--- config.mk ---
export PLATFORM = sky130hd
export DESIGN_NAME = sync_rr_arbiter
export DESIGN_NICKNAME = d
export VERILOG_FILES = /design/src/rtl/sync_rr_arbiter.sv
export SDC_FILE = /design/constraint.sdc
export NUM_CORES = 1
export LEC_CHECK = 0
export CAP_MARGIN = 5
export CORE_MARGIN = 4
export CORE_UTILIZATION = 50
export CTS_CLUSTER_DIAMETER = 100
export DETAILED_ROUTE_END_ITERATION = 10
export GPL_TIMING_DRIVEN = 0
export PLACE_DENSITY_LB_ADDON = 0.05
export SLEW_MARGIN = 20
export SYNTH_ARGS = -nofsm -noshare
export SYNTH_HDL_FRONTEND = slang
export SYNTH_SLANG_ARGS = --single-unit
--- constraint.sdc ---
create_clock -name clk -period 1.8 [get_ports clk]
set_clock_uncertainty 0.05 [all_clocks]
set_input_delay 0.18 -clock clk [delete_from_list [all_inputs] [get_ports clk]]
set_output_delay 0.18 -clock clk [all_outputs]
set_load 0.02 [all_outputs]
--- src/rtl/sync_rr_arbiter.sv ---
// rtl/sync_rr_arbiter.sv - clocked round-robin arbiter merging N four-phase request channels onto one
module sync_rr_arbiter #(
    parameter int N           = 2,
    parameter int SYNC_STAGES = 2,
    parameter int TIMEOUT     = 64,
    localparam int IW         = (N > 1) ? $clog2(N) : 1,
    localparam int CW         = (TIMEOUT > 0) ? $clog2(TIMEOUT + 1) : 1
) (
    input  logic          clk,
    input  logic          reset_n,
    input  logic [N-1:0]  r,
    output logic [N-1:0]  a,
    output logic          r0,
    input  logic          a0,
    output logic [IW-1:0] gnt_id,
    output logic          busy,
    output logic          err
);

    typedef enum logic [1:0] {IDLE, REQ, ACK, REL} state_t;

    logic [N-1:0]           r_req_sync [SYNC_STAGES];
    logic [SYNC_STAGES-1:0] r_ack_sync;
    logic [N-1:0]           w_req_s;
    logic                   w_ack_s;

    state_t                 r_state, w_state_nxt;
    logic [N-1:0]           r_a, w_a_nxt;
    logic                   r_r0, w_r0_nxt;
    logic [IW-1:0]          r_gnt, w_gnt_nxt;
    logic                   r_busy, w_busy_nxt;
    logic                   r_err, w_err_nxt;
    logic [IW-1:0]          r_ptr, w_ptr_nxt;
    logic [CW-1:0]          r_wdog, w_wdog_nxt;
    logic                   w_any;
    logic [IW-1:0]          w_win;
    logic                   w_wd_active;

    always_ff @(posedge clk or negedge reset_n) begin
        if (!reset_n) begin
            for (int i = 0; i < SYNC_STAGES; i++) r_req_sync[i] <= '0;
            r_ack_sync <= '0;
        end else begin
            r_req_sync[0] <= r;
            for (int i = 1; i < SYNC_STAGES; i++) r_req_sync[i] <= r_req_sync[i-1];
            r_ack_sync <= {r_ack_sync[SYNC_STAGES-2:0], a0};
        end
    end

    assign w_req_s = r_req_sync[SYNC_STAGES-1];
    assign w_ack_s = r_ack_sync[SYNC_STAGES-1];

    // First pending requester at or after the pointer, wrapping round.
    always_comb begin
        w_any = 1'b0;
        w_win = '0;
        for (int k = 0; k < N; k++) begin
            if (!w_any && w_req_s[(int'(r_ptr) + k) % N]) begin
                w_any = 1'b1;
                w_win = IW'((int'(r_ptr) + k) % N);
            end
        end
    end

    always_comb begin
        w_state_nxt = r_state;
        w_a_nxt     = r_a;
        w_r0_nxt    = r_r0;
        w_gnt_nxt   = r_gnt;
        w_busy_nxt  = r_busy;
        w_ptr_nxt   = r_ptr;
        unique case (r_state)
            IDLE: begin
                if (w_any) begin
                    w_r0_nxt    = 1'b1;
                    w_gnt_nxt   = w_win;
                    w_busy_nxt  = 1'b1;
                    w_state_nxt = REQ;
                end
            end
            REQ: begin
                if (w_ack_s) begin
                    w_a_nxt        = '0;
                    w_a_nxt[r_gnt] = 1'b1;
                    w_state_nxt    = ACK;
                end
            end
            ACK: begin
                if (!w_req_s[r_gnt]) begin
                    w_r0_nxt    = 1'b0;
                    w_state_nxt = REL;
                end
            end
            REL: begin
                if (!w_ack_s) begin
                    w_a_nxt     = '0;
                    w_busy_nxt  = 1'b0;
                    w_ptr_nxt   = (r_gnt == IW'(N - 1)) ? '0 : r_gnt + 1'b1;
                    w_state_nxt = IDLE;
                end
            end
            default: w_state_nxt = IDLE;
        endcase
    end

    // Watchdog only flags a stall; the handshake keeps waiting so the channel stays consistent.
    assign w_wd_active = (r_state == REQ) || (r_state == REL);

    always_comb begin
        w_wdog_nxt = r_wdog;
        w_err_nxt  = r_err;
        if (w_state_nxt != r_state) begin
            w_wdog_nxt = '0;
        end else if (TIMEOUT != 0 && w_wd_active && r_wdog != CW'(TIMEOUT)) begin
            w_wdog_nxt = r_wdog + 1'b1;
            if (r_wdog == CW'(TIMEOUT - 1)) w_err_nxt = 1'b1;
        end
    end

    always_ff @(posedge clk or negedge reset_n) begin
        if (!reset_n) begin
            r_state <= IDLE;
            r_a     <= '0;
            r_r0    <= 1'b0;
            r_gnt   <= '0;
            r_busy  <= 1'b0;
            r_err   <= 1'b0;
            r_ptr   <= '0;
            r_wdog  <= '0;
        end else begin
            r_state <= w_state_nxt;
            r_a     <= w_a_nxt;
            r_r0    <= w_r0_nxt;
            r_gnt   <= w_gnt_nxt;
            r_busy  <= w_busy_nxt;
            r_err   <= w_err_nxt;
            r_ptr   <= w_ptr_nxt;
            r_wdog  <= w_wdog_nxt;
        end
    end

    assign a      = r_a;
    assign r0     = r_r0;
    assign gnt_id = r_gnt;
    assign busy   = r_busy;
    assign err    = r_err;

endmodule
# Word level (Yosys, flattened, before mapping)
# Index checks and enable logic that the tools add are counted.
# Widths: inputs -> output; s select.
totals:
  out_inout_bits: 6
  reg_bits: 22
  elab_cells: 76
  inputBits: 5
classes:
  bitwise_logic: 3
  n_lt_le_gt_ge: 4
  addsub: 3
  n_eq_ne: 10
  n_mux: 29
  n_reduce_logical: 16
ops:
  columns: ["operator", "n"]
  rows:
  - ["$mux 1", 16]
  - ["$mux 7", 2]
  - ["$mux 2", 6]
  - ["$reduce_and 3->1", 4]
  - ["$ne 2x2->1 const B", 4]
  - ["$pmux 2 s4", 1]
  - ["$reduce_bool 2->1", 4]
  - ["$add 7x1->7 const B", 1]
  - ["$eq 7x6->1 const B", 1]
  - ["$ne 7x7->1 const B", 1]
  - ["$eq 2x2->1 const B", 2]
  - ["$lt 1x2->1 const B", 2]
  - ["$pmux 1 s2", 2]
  - ["$pmux 2 s2", 1]
  - ["$reduce_and 2->1", 2]
  - ["$logic_and 1x1->1", 3]
  - ["$lt 2x3->1 const B", 1]
  - ["$add 1x1->1 const B", 2]
  - ["$eq 2x1->1 const B", 1]
  - ["$logic_not 2->1", 1]
  - ["$ne 2x2->1", 1]
  - ["$not 1->1", 2]
  - ["$and 1x1->1 const A", 1]
  - ["$demux 1 s1", 1]
  - ["other kinds (3)", 3]

# Logic depth before layout (Yosys ltp)
# Gate-level depths: netlist of the first run.
depth:
  word_depth: 12
  depth_mapped: 5
  mapped_depth_nobuf: 5

# Worst setup path before layout of the first run
# Ideal clock, no wire load.
synth_path:
  path_kind: "reg-to-reg"
  start: "register r_gnt, in the netlist gnt_id"
  end: "register r_wdog[0]"
  t_required_ns: 1.617
  setup_ns: 0.133
  period_less_slack_ns: 1.332
  stages_incl_launch_ff: 5
  setup_slack_ns: 0.468
  path_buffers: 0
  t_arrival_ns: 1.149
  cell_sequence: "dfrtp_1 mux2i_1 a211oi_2 a21oi_2 o22ai_1"
synth_via:
  elab_chain_cells: 6
synth_lines:
  columns: ["item", "line", "rtl"]
  rows:
  - ["start: declaration", "30", "logic [IW-1:0] r_gnt, w_gnt_nxt;"]
  - ["start signal: assignment", "134", "r_gnt <= w_gnt_nxt;"]
  - ["$mux 1 (not written as such) (*) (2 in a row)", "89", "if (!w_req_s[r_gnt]) begin"]
  - ["$mux 2 (*)", "89", null]
  - ["$pmux 2 s4 (*)", "72", "unique case (r_state)"]
  - ["$ne 2x2->1 (*)", "112", "if (w_state_nxt != r_state) begin"]
  - ["$mux 7 / $reduce_bool 2->1 (equally long branches)", null, null]
  - ["end signal: assignment", "138", "r_wdog <= w_wdog_nxt;"]
  - ["end: declaration", "34", "logic [CW-1:0] r_wdog, w_wdog_nxt;"]
# Mark *: on every way between the ends. The rest lies on a longest branch, timed or not. The select of a mux whose other input is x is not followed.
# A chain may end at the register's enable or synchronous reset.

# Worst setup path after layout of the first run
layout_path:
  start: "register r_gnt, in the netlist gnt_id"
  end: "output gnt_id"
layout_lines:
  columns: ["item", "line", "rtl"]
  rows:
  - ["end: declaration", "15", "output logic [IW-1:0] gnt_id,"]
# No word-level cell between the ends.

==> impl_results.md, run 1 <==
* Flop2flop setup slack at 0.28 ns
* Max Root-Sink Buffers at 2
* Endpoints failing hold at 0
* Worst Tran Pin Value at 0.950 ns
* Layout cells sized above 1 at 10.9%
* Critical Path Start: gnt_id$_DFFE_PN0P_
* Post_cts resized at 0
* Post-synth EDFFs at 0
* Clock Power Share at 20.9%
* Critical path data arrival time at 1.44 ns
* Fin crit share at 92.5%
* Slew headroom at 36.4%
* Max layer used: met4
* Clk pin slew, worst setup/hold paths at 0.12 ns
* Number of global-route vias before repair at 718
* Hold Buf Count CTS at 0
* CP delay by family, top: buffers and inverters
* Met3 WL at 106 um
* Wire length of the first global-routing pass at 3.17 mm
* Async SR Flop Fraction at 100%
* Worst Hold Slack at 0.240 ns
* Worst Setup EP: gnt_id
* Met2 wire length at 767 um
* Cell area power density at 1560 mW/mm2
* Max-slew violations at 0
* Total CTS buffers at 3
* Most frequent cells in the layout: 22 x dfrtp_1, 10 x nand2_1, 10 x clkdlybuf4s50_1
* Total Routing Usage GR at 15.7%
* Iteration-0 DRC Markers at 21
* Drt wl/cell at 13.0 um
* Syn Nets at 103
* Final Wtd Congestion at 0.815
* Placed insts at 131
* Outcome: finished, final reports clean
* Initial antenna violation count at 0
* Placed cell area at 0.00112 mm2
* Combinational fraction of design power at 39.8%
* Num rows at 15
* Design Area, Final at 0.00117 mm2
* CTS tree: built
* Syn-to-layout area delta at 18.6%
* Non-filler instance count after layout at 135
* Ys flop type: dfrtp_1
* Max cap viols at 0
* Worst setup EP type: primary output
* Total negative slack at 0 ns
* Crit path kind: reg -> out
* Core Footprint at 0.00180 mm2
* CP Max Fanout at 7
* Seq/Total Area, Yosys at 55.8%
* Synth Instances at 96
* R2R Path Start: r_wdog[3]$_DFFE_PN0P_
* Detailed Route WL at 1.76 mm
* Clock sinks at 22
* Final ANT Viol Nets at 0
* Startpoint Class: flop
* Final min period at 1.67 ns
* Average cell area after synthesis at 10.3 um2
* Required time of the critical path at 1.57 ns
* CP max stage delay at 0.65 ns
* CP bufs+invs at 1
* Most common cell after layout, fill and taps aside: dfrtp_1
* Max Fclk at 0.601 GHz
* Int Power at 1150 uW
* R2r endpoint: r_wdog[3]$_DFFE_PN0P_
* DRT Pass-1 Iters at 4
* Worst ir drop on vdd at 0.000858 V
* Synth Cell Area at 987 um2
* Die width at 52.4 um
* RSZ-0062 raised after global routing: no
* Synth top area share at 55.8%
* Die H at 52.4 um
* Count of input and output buffers at 10
* Drt drc at 0
* Clk_lat worst skew at 0.31 ns
* NetSw at 680 uW
* CTS root buffer: clkbuf_4
* Ant diodes at 0
* Leak Pwr at 0.000517 uW
* Crit-path slowest cell: clkdlybuf4s50_1
* Switching Fraction at 37.2%
* Post-CTS Setup Inserts at 0
* Synth area leader: dfrtp_1
* DRT met1 WL at 847 um
* Top cells by area, synth: dfrtp_1 56%, nand3_1 4.1%, o21ai_0 4.1%
* Final setup fails at 0
* Cell depth of the worst flop-to-flop path at 4
* Yosys reg bits at 22
* Remaining Overflow, GRT at 0
* Reg power frac at 39.2%
* Critical Path, Cell by Cell: clkdlybuf4s50_1
* Vias per cell at 5.55
* Htree depth at 1
* HP Class: in -> reg
* Largest net degree at the start of global routing at 23
* Vias at 749
* DP HPWL at 1.27 mm
* Initial Utilization at 54.8%
* Ports at 11
* Yosys warnings at 0
* Die ar. at 0.00275 mm2
* Synth unique cells at 28
* Nets at 118
* Critical Path Stages at 1
==> layer usage <==
metal | GRT usage, % | vias to the layer above
li1 | - | 363
met1 | 21.4 | 358
met2 | 24.2 | 24
met3 | 3.42 | 4
met4 | 6.38 | 0
met5 | 0 | -
==> power groups by stage <==
stage / clock (uW) / combinational, uW / sequential [uW]
2_1_floorplan: 0 / 448 / 769
6_report: 382 / 728 / 717
3_3_place_gp: 0 / 715 / 722
3_5_place_dp: 0 / 730 / 729
5_1_grt: 407 / 813 / 736
4_1_cts: 382 / 731 / 718
==> how the worst min path moves through the flow <==
| stage | start | endpoint | slack (ns) | cells after the start |
|---|---|---|---|---|
| after global routing | r[1] | r_req_sync[3]$_DFF_PN0_ | 0.23 | 1 |
| after floorplan | reset_n | a[0]$_DFFE_PN0P_ | -0.17 | 0 |
| after global placement | r_req_sync[3]$_DFF_PN0_ | w_req_s[1]$_DFF_PN0_ | 0.28 | 0 |
| final | r[0] | r_req_sync[2]$_DFF_PN0_ | 0.24 | 1 |
| after CTS | r[1] | r_req_sync[3]$_DFF_PN0_ | 0.24 | 1 |
| after detailed placement | r_req_sync[3]$_DFF_PN0_ | w_req_s[1]$_DFF_PN0_ | 0.29 | 0 |
==> stage by stage <==
step	utilization [%]	power, uW	worst slack, ns
2_1_floorplan	-	1220	0.468
3_3_place_gp	62.1	1440	0.353
3_5_place_dp	62.1	1460	0.321
4_1_cts	65.0	1830	0.125
5_1_grt	65.0	1960	0.0654
6_report	65.0	1830	0.135
==> registers in the layout (all words and copies together) (netlist names) <==
register and flops:
r_wdog 7, a 2, gnt_id 1, r_ptr 1
r_state 2, w_req_s 2, r_req_sync 2, err 1
r_ack_sync 2, r0 1, busy 1
==> cell families after synthesis <==
family	Yosys count	synth area share (%)
compound gates	25	16.5
xor+xnor	6	6.08
fa+ha+maj	2	2.53
buf+inv	10	4.31
flops	22	55.8
mux	1	1.01
simple gates	30	13.8
==> cell usage after synthesis, types with 2 or more instances <==
| cell | instances |
|---|---|
| nand3_1 | 8 |
| o21ai_0 | 8 |
| nand2_1 | 10 |
| nand4_1 | 2 |
| xor2_1 | 4 |
| dfrtp_1 | 22 |
| ha_1 | 2 |
| o22ai_1 | 3 |
| nor2_1 | 6 |
| a21oi_1 | 6 |
| inv_1 | 8 |
==> final cells by class <==
| type | instances | area [um2] |
|---|---|---|
| buffer | 2 | 12.5 |
| sequential | 22 | 551 |
| fill | 165 | 631 |
| multi-input combinational | 64 | 394 |
| inverter | 8 | 30.0 |
| tap | 25 | 31.3 |
| clock inverter | 1 | 30.0 |
| timing repair buffer | 10 | 100 |
| clock buffer | 3 | 22.5 |
(Power assumes the default switching activity.)
==> inputs of run 2 (changes only) <==
--- a/config.mk
+++ b/config.mk
@@ -5,6 +5,7 @@
 export SDC_FILE = /design/constraint.sdc
 export NUM_CORES = 1
 export LEC_CHECK = 0
+export ABC_AREA = 1
 export CAP_MARGIN = 5
 export CORE_MARGIN = 4
 export CORE_UTILIZATION = 50
==> run 2 against run 1 <==
Against the previous run:
- area after synthesis up 2.3%
- setup slack better by 0.036 ns
- die area up 1.9%
- combinational power down 3.8%
- power down 3.8%
- wire length down 1.1%
- clock power down 1%
- via count up 0.80%
- cell count up 8.9%
- synthesized cell count up 11%
- global-route usage up 0.95 points
- maximum frequency up 2.2%
- critical endpoint unchanged
- highest routed layer unchanged
==> impl_results.md, run 2 <==
* Outcome: finished, final reports clean (unchanged)
* Most common cell after layout, fill and taps aside: nand2_1 (was dfrtp_1)
* RSZ-0062 raised after global routing: no (unchanged)
* Fin crit share at 90.5% (was 92.5%)
* Final worst slack at 0.170 ns (was 0.135 ns)
* Remaining Overflow, GRT at 0 (unchanged)
* Syn-to-layout area delta at 18.7% (was 18.6%)
* Most frequent cells in the layout: 26 x nand2_1, 22 x dfrtp_1, 11 x nand3_1 (was 22 x dfrtp_1, 10 x nand2_1, 10 x clkdlybuf4s50_1)
* Leak Pwr at 0.000596 uW (was 0.000517 uW)
* Layout cells sized above 1 at 13.9% (was 10.9%)
* Num rows at 15 (unchanged)
* Largest net degree at the start of global routing at 23 (unchanged)
* Ports at 11 (unchanged)
* Detailed Route WL at 1.74 mm (was 1.76 mm)
* Reg with most FFs: r_wdog (unchanged)
* Vias at 755 (was 749)
* Async SR Flop Fraction at 100% (unchanged)
* Count of input and output buffers at 10 (unchanged)
* Max Fclk at 0.614 GHz (was 0.601 GHz)
* Initial Utilization at 55.5% (was 54.8%)
* HP Class: in -> reg (unchanged)
* Final min period at 1.63 ns (was 1.67 ns)
* Final Wtd Congestion at 0.803 (was 0.815)
* CP delay by family, top: buffers and inverters (unchanged)
* DP HPWL at 1.29 mm (was 1.27 mm)
* Total CTS buffers at 3 (unchanged)
* Crit path kind: reg -> out (unchanged)
* Max-slew violations at 0 (unchanged)
* Design Power at 1760 uW (was 1830 uW)
* Ant diodes at 0 (unchanged)
* Synth cell count leaders: 26 x nand2_1, 22 x dfrtp_1, 11 x nand3_1 (was 22 x dfrtp_1, 10 x nand2_1, 8 x inv_1, 8 x nand3_1, 8 x o21ai_0)
* Crit-path slowest cell: clkdlybuf4s50_1 (unchanged)
* CP max stage delay at 0.65 ns (about the same)
* Cell area power density at 1470 mW/mm2 (was 1560 mW/mm2)
* Iteration-0 DRC Markers at 15 (was 21)
* Total negative slack at 0 ns (unchanged)
* Critical path data arrival time at 1.40 ns (was 1.44 ns)
* CP bufs+invs at 1 (unchanged)
* Clk pin slew, worst setup/hold paths at 0.13 ns (was 0.12 ns)
* Seq/Total Area, Yosys at 54.5% (was 55.8%)
* Die H at 52.9 um (was 52.4 um)
* Drt drc at 0 (unchanged)
* Synth unique cells at 27 (was 28)
* Nets at 130 (was 118)
* Syn Nets at 114 (was 103)
* Placed cell area at 0.00114 mm2 (was 0.00112 mm2)
* Final ANT Viol Nets at 0 (unchanged)
* Synth Instances at 107 (was 96)
* Worst ir drop on vdd at 0.00102 V (was 0.000858 V)
* Die width at 52.9 um (was 52.4 um)
* Average cell area after synthesis at 9.44 um2 (was 10.3 um2)
* Wire length of the first global-routing pass at 3.28 mm (was 3.17 mm)
* Final setup fails at 0 (unchanged)
* Die ar. at 0.00280 mm2 (was 0.00275 mm2)
* Design Area, Final at 0.00120 mm2 (was 0.00117 mm2)
* Slew headroom at 68.2% (was 36.4%)
* Synth Cell Area at 0.00101 mm2 (was 987 um2)
* Startpoint Class: flop (unchanged)
* Max Root-Sink Buffers at 2 (unchanged)
* Flop2flop setup slack at 0.28 ns (about the same)
* Filler cells at 157 (was 165)
* Number of global-route vias before repair at 738 (was 718)
* Synth area leader: dfrtp_1 (unchanged)
* Ys flop type: dfrtp_1 (unchanged)
* Endpoints failing hold at 0 (unchanged)
* Critical Path, Cell by Cell: clkdlybuf4s50_1 (unchanged)
* Htree depth at 1 (unchanged)
* Most common cell in the synthesized netlist: nand2_1 (was dfrtp_1)
* Drt wl/cell at 11.8 um (was 13.0 um)
* Total Routing Usage GR at 16.7% (was 15.7%)
* Initial antenna violation count at 0 (unchanged)
* Worst setup EP type: primary output (unchanged)
* Yosys warnings at 0 (unchanged)
* CP Max Fanout at 5 (was 7)
* Required time of the critical path at 1.57 ns (about the same)
* Worst Tran Pin Value at 0.477 ns (was 0.950 ns)
* DRT Pass-1 Iters at 4 (unchanged)
* CTS root buffer: clkbuf_4 (unchanged)
* Clk_lat worst skew at 0.31 ns (about the same)
* Synth top area share at 54.5% (was 55.8%)
* Post-Place Worst Slack at 0.303 ns (was 0.321 ns)
* Clock sinks at 22 (unchanged)
* Yosys reg bits at 22 (unchanged)
* Top cells by area, synth: dfrtp_1 55%, nand2_1 9.7%, nand3_1 5.5% (was dfrtp_1 56%, nand3_1 4.1%, o21ai_0 4.1%)
* Post-synth EDFFs at 0 (unchanged)
* Largest register FFs at 7 (unchanged)
* Vias per cell at 5.14 (was 5.55)
* CTS tree: built (unchanged)
* Max cap viols at 0 (unchanged)
* Core Footprint at 0.00182 mm2 (was 0.00180 mm2)
[run 2: final timing paths]
| check | start | endpoint | cells after the start |
|---|---|---|---|
| setup / recovery | gnt_id$_DFFE_PN0P_ | gnt_id | 1 |
| hold / removal | r[1] | r_req_sync[3]$_DFF_PN0_ | 1 |
| setup reg to reg | r_wdog[0]$_DFFE_PN0P_ | r_wdog[5]$_DFFE_PN0P_ | 8 |
| hold reg to reg | r_ack_sync[0]$_DFF_PN0_ | r_ack_sync[1]$_DFF_PN0_ | 0 |
| max in group asynchronous | reset_n | r_wdog[0]$_DFFE_PN0P_ | 2 |
| min in group asynchronous | reset_n | a[0]$_DFFE_PN0P_ | 2 |
[run 2: what timing repair did]
action | in CTS | in global routing
hold buffers | 0 | 1
endpoints found under the setup margin | 0 | 0
hold endpoints to repair | 0 | 22
buffers inserted | 0 | 0
gates resized for setup | 0 | 0
[run 2: power breakdown]
group | internal (uW) | total [uW] | switching, uW
clock | 225 | 377 | 152
combinational | 272 | 700 | 428
sequential | 599 | 681 | 81.9
total | 1100 | 1760 | 661
[run 2: layout make-up]
type                       count  area [um2]  area share [%]
multi-input combinational     72         403            33.6
clock inverter                 1        30.0            2.51
timing repair buffer          11         105            8.77
buffer                         1        11.3           0.939
inverter                      12        45.0            3.76
tap                           25        31.3            2.61
sequential                    22         551            45.9
clock buffer                   3        22.5            1.88
[run 2: cells by family after synthesis]
family	Yosys count	synth area share, %
and+or+nand+nor	54	26.3
DFF	22	54.5
AOI/OAI and AO/OA	13	7.81
buffers and inverters	13	5.58
xor gates and xnor gates	3	3.35
adders and majority gates	2	2.48
[run 2: metal layers]
| metal | up-vias | wire length (um) | GRT usage, % | share of wire (%) |
|---|---|---|---|---|
| met2 | 15 | 789 | 25.4 | 45 |
| li1 | 374 | - | - | - |
| met3 | 4 | 62 | 3.38 | 3.6 |
| met1 | 362 | 840 | 22.5 | 48 |
| met5 | - | 0 | 0 | 0 |
| met4 | 0 | 42 | 8.09 | 2.4 |
[run 2: stage by stage]
stage          hold WS [ns]  util, %  instances
6_report              0.237     65.8        147
5_1_grt               0.217     65.8        147
4_1_cts               0.236     65.6        146
3_5_place_dp          0.293     62.7        142
3_3_place_gp          0.281     62.7        142
2_1_floorplan        -0.166        -        107
==> inputs of run 3 (changes only) <==
--- a/config.mk
+++ b/config.mk
@@ -13,6 +13,7 @@
 export DETAILED_ROUTE_END_ITERATION = 10
 export GPL_TIMING_DRIVEN = 0
 export PLACE_DENSITY_LB_ADDON = 0.05
+export REMOVE_ABC_BUFFERS = 1
 export SLEW_MARGIN = 20
 export SYNTH_ARGS = -nofsm -noshare
 export SYNTH_HDL_FRONTEND = slang
==> run 3 against run 2 <==
Against the previous run:
- worst hold slack better by 0.0083 ns
- non-clock buffer count down 1
- cell area down 0.94%
- maximum frequency up 0.35%
- sequential share of layout area up 0.44 points
- combinational power down 8.3%
- clock power about the same
- flip-flop and latch count unchanged
- core utilization down 0.62 points
- setup slack better by 0.0057 ns
- via count down 3.2%
- critical path type unchanged
- critical endpoint unchanged
==> impl_results.md, run 3 (synthesis gave the netlist of run 2 again) <==
* Outcome: finished, final reports clean (unchanged)
* Crit-path slowest cell: clkdlybuf4s50_1 (unchanged)
* Final Wtd Congestion at 0.832 (was 0.803)
* Final ANT Viol Nets at 0 (unchanged)
* Worst ir drop on vdd at 0.000911 V (was 0.00102 V)
* Worst setup EP type: primary output (unchanged)
* Htree depth at 1 (unchanged)
* Vias at 731 (was 755)
* Largest net degree at the start of global routing at 23 (unchanged)
* Number of global-route vias before repair at 736 (was 738)
* CP delay by family, top: buffers and inverters (unchanged)
* Core Footprint at 0.00182 mm2 (unchanged)
* CP bufs+invs at 1 (unchanged)
* Post_cts resized at 0 (unchanged)
* Required time of the critical path at 1.57 ns (about the same)
* CP Max Fanout at 5 (unchanged)
* Total Routing Usage GR at 15.9% (was 16.7%)
* Most common cell after layout, fill and taps aside: nand2_1 (unchanged)
* Largest register FFs at 7 (unchanged)
* CTS tree: built (unchanged)
* CTS root buffer: clkbuf_4 (unchanged)
* Ant diodes at 0 (unchanged)
* Max-slew violations at 0 (unchanged)
* Endpoints failing hold at 0 (unchanged)
* Vias per cell at 5.01 (was 5.14)
* Critical Path, Cell by Cell: clkdlybuf4s50_1 (unchanged)
* Most frequent cells in the layout: 26 x nand2_1, 22 x dfrtp_1, 11 x nand3_1 (unchanged)
* Die width at 52.9 um (unchanged)
* Critical path data arrival time at 1.39 ns (was 1.40 ns)
* Nets at 129 (was 130)
* Reg with most FFs: r_wdog (unchanged)
* Initial antenna violation count at 0 (unchanged)
* Filler cells at 168 (was 157)
* Syn-to-layout area delta at 17.6% (was 18.7%)
* Total CTS buffers at 3 (unchanged)
* Detailed Route WL at 1.77 mm (was 1.74 mm)
* Clk pin slew, worst setup/hold paths at 0.12 ns (was 0.13 ns)
* Fin crit share at 90.2% (was 90.5%)
* Cell area power density at 1460 mW/mm2 (was 1470 mW/mm2)
* Max cap viols at 0 (unchanged)
* Startpoint Class: flop (unchanged)
* DRT Pass-1 Iters at 4 (unchanged)
* Crit path kind: reg -> out (unchanged)
* Num rows at 15 (unchanged)
* Total negative slack at 0 ns (unchanged)
* Drt wl/cell at 12.1 um (was 11.8 um)
* Clk_lat worst skew at 0.31 ns (about the same)
* Layout cells sized above 1 at 13.2% (was 13.9%)
* Remaining Overflow, GRT at 0 (unchanged)
* Drt drc at 0 (unchanged)
* HP Class: in -> reg (unchanged)
* Iteration-0 DRC Markers at 14 (was 15)
* Ports at 11 (unchanged)
* Final min period at 1.62 ns (was 1.63 ns)
* Final setup fails at 0 (unchanged)
* Wire length of the first global-routing pass at 3.15 mm (was 3.28 mm)
* RSZ-0062 raised after global routing: no (unchanged)
* Die H at 52.9 um (unchanged)
* Worst Tran Pin Value at 0.481 ns (was 0.477 ns)
* Slew headroom at 67.9% (was 68.2%)
* DP HPWL at 1.30 mm (was 1.29 mm)
* Max Root-Sink Buffers at 2 (unchanged)
* Count of input and output buffers at 10 (unchanged)
* CP max stage delay at 0.64 ns (was 0.65 ns)
* Die ar. at 0.00280 mm2 (unchanged)
* Worst Hold Slack at 0.246 ns (was 0.237 ns)
* Leak Pwr at 0.000590 uW (was 0.000596 uW)
* Post-CTS Setup Inserts at 0 (unchanged)
* Clock sinks at 22 (unchanged)
* Initial Utilization at 55.5% (unchanged)
* Max Fclk at 0.616 GHz (was 0.614 GHz)
run 3: cell count changes in the layout (fill, tap and decap cells not counted), sizes merged:
| cell | before | now |
|---|---|---|
| buf | 2 | 1 |
run 3: final cells by class:
class                           count  area [um2]  area share [%]
Clock inverter                      1        30.0            2.53
Clock buffer                        3        22.5            1.90
Multi-Input combinational cell     72         403            33.9
Sequential cell                    22         551            46.4
Timing Repair Buffer               11         105            8.85
Inverter                           12        45.0            3.79
Tap cell                           25        31.3            2.63
run 3: power by group:
part           switching (uW)  total, uW  internal, uW  leakage (uW)
registers                 114        712           599      0.000275
logic                     394        642           248      0.000287
clock network             152        377           225     0.0000279
total                     660       1730          1070      0.000590
run 3: per-stage QoR:
stage	std cells	area (um2)	power (uW)	setup slack (ns)	util, %
after CTS	145	1180	1750	0.168	64.9
after global placement	141	1130	1350	0.337	62.1
after floorplan	106	998	1150	0.474	-
after global routing	146	1190	1860	0.135	65.2
final	146	1190	1730	0.176	65.2
after detailed placement	141	1130	1370	0.311	62.1
run 3: timing repair:
action | in CTS | in global routing
endpoints found under the setup margin | 0 | 0
endpoints found under the hold margin | 0 | 22
hold buffers | 0 | 1
run 3: worst paths after layout:
check	end	startpoint	slack, ns	depth (start not counted)
max	gnt_id	gnt_id$_DFFE_PN0P_	0.18	1
min	r_req_sync[3]$_DFF_PN0_	r[1]	0.25	1
max reg2reg	r_wdog[5]$_DFFE_PN0P_	r_wdog[0]$_DFFE_PN0P_	0.29	8
min reg2reg	r_ack_sync[1]$_DFF_PN0_	r_ack_sync[0]$_DFF_PN0_	0.31	0
max in group asynchronous	r0$_DFFE_PN0P_	reset_n	1.08	2
min in group asynchronous	r_ptr$_DFFE_PN0P_	reset_n	0.29	2
run 3: worst reg2reg max path, cell delays in order (launching register included):
cell and delay, ns:
dfrtp_1 0.45, inv_1 0.11, ha_1 0.15, nand2_1 0.04, nand3b_1 0.19, nand2_1 0.23, inv_1 0.07, nand3_1 0.08
nand2_1 0.05
run 3: per-layer routing:
| layer | vias to the layer above | track usage [%] | share of wire (%) |
|---|---|---|---|
| met1 | 344 | 19.3 | 49 |
| li1 | 373 | - | - |
| met2 | 10 | 25.2 | 46 |
| met3 | 4 | 3.66 | 3.5 |
| met5 | - | 0 | 0 |
| met4 | 0 | 9.79 | 2.0 |
